$ cat src/rtl/or1200_keccak_wbstage.sv
// or1200_keccak_wbstage
//   Result staging between the Keccak coprocessor core and or1200_wbmux.
//   64-bit lanes from the core are buffered in a DEPTH-entry FIFO and
//   delivered to the pipeline one 32-bit word per accepted read.
//
// Ports
//   clk, rst          pipeline clock, asynchronous active-high reset
//   lane_valid/_data  lane offered by the core
//   lane_ready        FIFO not full (current occupancy only)
//   rd_req            Keccak read instruction wants its next word
//   wb_freeze         writeback freeze, blocks read acceptance
//   flush             synchronous clear of buffered data
//   keccak_dataout    registered word to wbmux muxin_keccak
//   keccak_dout_valid pulse: keccak_dataout updated on the previous edge
//   keccak_stall      read requested while nothing is buffered
//   level             occupied lane entries
module or1200_keccak_wbstage #(
  parameter int DEPTH    = 4,
  parameter int AW       = 2,
  parameter int HI_FIRST = 0
) (
  input  logic          clk,
  input  logic          rst,
  input  logic          lane_valid,
  input  logic [63:0]   lane_data,
  output logic          lane_ready,
  input  logic          rd_req,
  input  logic          wb_freeze,
  input  logic          flush,
  output logic [31:0]   keccak_dataout,
  output logic          keccak_dout_valid,
  output logic          keccak_stall,
  output logic [AW:0]   level
);

  localparam logic [AW:0] FULL = (AW+1)'(DEPTH);
  localparam logic        HF   = (HI_FIRST != 0);

  logic [63:0]   mem [DEPTH];
  logic [AW-1:0] wr_ptr;
  logic [AW-1:0] rd_ptr;
  logic [AW:0]   count;
  logic          hsel;

  logic          push;
  logic          accept;
  logic          free;
  logic          take_hi;
  logic [31:0]   rd_word;

  always_comb begin
    lane_ready   = (count != FULL);
    push         = lane_valid && lane_ready;
    accept       = rd_req && !wb_freeze && (count != '0);
    keccak_stall = rd_req && !wb_freeze && (count == '0);
    // Second half of a lane frees the entry.
    free         = accept && hsel;
    take_hi      = hsel ^ HF;
    rd_word      = take_hi ? mem[rd_ptr][63:32] : mem[rd_ptr][31:0];
    level        = count;
  end

  // Storage needs no reset: occupancy is tracked by the pointers/count.
  always_ff @(posedge clk) begin
    if (push && !flush)
      mem[wr_ptr] <= lane_data;
  end

  always_ff @(posedge clk or posedge rst) begin
    if (rst) begin
      wr_ptr            <= '0;
      rd_ptr            <= '0;
      count             <= '0;
      hsel              <= 1'b0;
      keccak_dataout    <= '0;
      keccak_dout_valid <= 1'b0;
    end else if (flush) begin
      wr_ptr            <= '0;
      rd_ptr            <= '0;
      count             <= '0;
      hsel              <= 1'b0;
      keccak_dout_valid <= 1'b0;
    end else begin
      keccak_dout_valid <= accept;
      if (push)
        wr_ptr <= wr_ptr + 1'b1;
      if (accept) begin
        keccak_dataout <= rd_word;
        hsel           <= ~hsel;
      end
      if (free)
        rd_ptr <= rd_ptr + 1'b1;
      case ({push, free})
        2'b10:   count <= count + 1'b1;
        2'b01:   count <= count - 1'b1;
        default: count <= count;
      endcase
    end
  end

endmodule
$ cat config.mk
export PLATFORM = sky130hd
export DESIGN_NAME = or1200_keccak_wbstage
export DESIGN_NICKNAME = d
export VERILOG_FILES = /design/src/rtl/or1200_keccak_wbstage.sv
export SDC_FILE = /design/constraint.sdc
export NUM_CORES = 1
export LEC_CHECK = 0
export CORE_ASPECT_RATIO = 0.75
export CORE_MARGIN = 2
export CORE_UTILIZATION = 55
export DETAILED_ROUTE_END_ITERATION = 12
export PLACE_DENSITY = 0.84
export RECOVER_POWER = 25
export REMOVE_ABC_BUFFERS = 1
export SETUP_SLACK_MARGIN = 0.3
export SYNTH_ARGS = -nofsm -noshare
export SYNTH_HDL_FRONTEND = slang
export SYNTH_SLANG_ARGS = --single-unit
$ cat constraint.sdc
create_clock -name clk -period 8 [get_ports clk]
set_clock_uncertainty 0.05 [all_clocks]
set_input_delay 0.8 -clock clk [delete_from_list [all_inputs] [get_ports clk]]
set_output_delay 0.8 -clock clk [all_outputs]
set_load 0.05 [all_outputs]
==> metrics.txt <==
number of synthesis warnings 0; initial core utilization between 50% and 60%; pin count of the biggest net entering global routing 69; ratio of cells with drive above 1 in the final layout around 7.9%; Layout area overhead 18.45%; setup_tns 0 ns; clk sink count 297; 1st-iter DRT viols 664; Slew @ Worst Pin 1.172 ns; fillers 1406; Avg Cell Area, Syn about 17 um^2; crit end category output pin; Mapped Area around 11000 um^2; drt wl/cell between 20 and 25 um; max_cap viols 0; VDD IR max 0.2768 mV; total chip power 0.003594 W; FF+latch area roughly 8700 um^2; cell mode on critical path clkdlybuf4s50_1; Async SR Flop Fraction about 14%; CTS buffer count 27; vias in the first global route 6428; Worst path slowest cell clkdlybuf4s50_1; post-synthesis sequential area ratio approximately three quarters; total grt overflow 0; clock tree from TritonCTS done; static leakage 4.495 nW; initial antenna violation count 4; Post-synth top flop edfxtp_1; total wire length 22.99 mm; DIE AREA between 20000 and 25000 um^2; post-route cell area 13610 um^2; # DRC 0; Ports 108; total track usage 21.03%; die extent in x between 150 and 200 um; clock slew at reported path FFs 0.06 ns; Slew Viols, Final 0; final clock period utilization by the worst path 42.02%; final hold slack around 0.42 ns; Power Density 264.0 nW/um^2; first-pass GRT wire length 35.10 mm; CP required slightly above 7 ns; via count 6186; I/O Buffers 107; Achievable Freq 0.2975 GHz; Setup-failing EPs final 0; Post-synth EDFFs 256; cts repair resizes 0; DRT antenna net count 0; Final nets about 850; Slew HR 21.84%; min Tclk post-route 3.361 ns; RSZ-0062 raised after global routing false; Core ar. approximately 20000 um^2; Yosys cell types 29; Post-CTS Hold Buffers 0; crit path cell chain clkdlybuf4s50_1, nand2b_1, nor4_1, clkdlybuf4s50_1; vias per inst between 5 and 6; post-CTS setup buffers 0; critical path arrival 2.51 ns; TritonRoute pass-1 iters 5; cell count after synthesis 677; Detailed Place HPWL 12.24 mm; CP peak stage delay between 0.8 and 0.9 ns; # rows between 40 and 50; Max FO, Critical Path 7; Yosys reg bits 297; gpl congestion 0.7239; CTS Buffer Depth 3; worst skew pair latency 0.53 ns; Root Buffer Master clkbuf_16; multi-input logic area 2594 um^2; worst hold path type reg -> reg; WS Path Type in -> out; Die Ht 129.2 um; H-tree depth 1; Hold Fails Final Rpt 0; Startpoint Class primary input; placed instance area 12760 um^2; status finished clean
## cell usage in the layout (no fill, tap or decap), types with 6 or more instances in the layout
master,count
a22oi_1,64
nand2_1,65
clkbuf_16,27
nand3_1,34
mux2i_1,129
dlygate4sd3_1,41
clkdlybuf4s50_1,66
edfxtp_1,256
nor2_1,6
dfrtp_1,40
clkinv_2,7
## cell families (layout without fill, tap and decap cells)
kind of cell	Yosys count	count (layout)	share of synthesized area, %
AO/OA/AOI/OAI	68	68	4.441
XOR/XNOR	4	4	0.4682
adder cells (fa/ha/maj)	5	5	0.6096
buffers and inverters	44	163	1.927
flip-flops	297	297	75.81
multiplexers	131	131	11.43
other	0	4	0
AND/OR/NAND/NOR	128	128	5.312
## layout make-up
type                    count  share of cell area, %
clock inverters            16                 0.8179
clock buffers              33                  5.349
inverters                   6                 0.1654
diodes                      4                0.07352
flip-flops and latches    297                  64.03
well taps                 282                  2.592
repair buffers            108                  7.922
multi-input cells         336                  19.05
## state kept, by name (all words and copies together), names as in the netlist
register / count
keccak_dout_valid: 1
wr_ptr: 2
mem: 256
level: 3
keccak_dataout: 32
rd_ptr: 2
hsel: 1
## layer usage
| metal | up-vias | track usage [%] | wire, um |
|---|---|---|---|
| met5 | - | 0 | 16 |
| met4 | 2 | 5.783 | 421 |
| met3 | 45 | 4.948 | 2016 |
| met2 | 224 | 35.15 | 11200 |
| met1 | 3109 | 28.19 | 9336 |
| li1 | 2806 | - | - |
## cell usage after synthesis, drive strengths merged (6+ instances only)
library cell	number	area (um^2)
dfrtp	41	1026
nand3	34	170.2
and2	6	37.54
nand2	66	264.0
edfxtp	256	7687
mux2i	129	1291
a22oi	64	480.5
clkbuf	17	63.81
inv	6	22.52
buf	21	135.1
nor2	7	26.28
## critical path, delay by kind of cell
| kind | cells | cell delay, ns |
|---|---|---|
| buffers and inverters | 2 | 1.24 |
| and+or+nand+nor | 2 | 0.47 |
## worst paths after layout
path	startpoint	end	slack, ns	cells past startpoint
setup / recovery	wb_freeze	keccak_stall	4.64	4
hold / removal	keccak_dataout[4]	keccak_dataout[4]	0.42	2
setup reg to reg	rd_ptr[0]	keccak_dataout[5]	4.91	5
hold reg to reg	keccak_dataout[4]	keccak_dataout[4]	0.42	2
max in group asynchronous	rst	rd_ptr[0]	6.38	2
min in group asynchronous	rst	keccak_dataout[13]	0.78	2
## per-stage QoR
stage          worst slack, ns  std cells  util [%]
6_report                 4.639       1082     66.80
5_1_grt                  4.507       1078     66.75
4_1_cts                  4.622       1078     66.75
3_5_place_dp             4.498       1029     62.63
3_3_place_gp             4.624       1029     62.63
2_1_floorplan            3.039        639         -
## where the power goes
| part | switching (W) | internal, W | leakage [nW] |
|---|---|---|---|
| Clock | 0.000537 | 0.000679 | 0.410 |
| Sequential | 0.0000601 | 0.00179 | 2.85 |
| Combinational | 0.000359 | 0.000174 | 1.24 |
No activity file was read; power rests on OpenSTA's default activity.
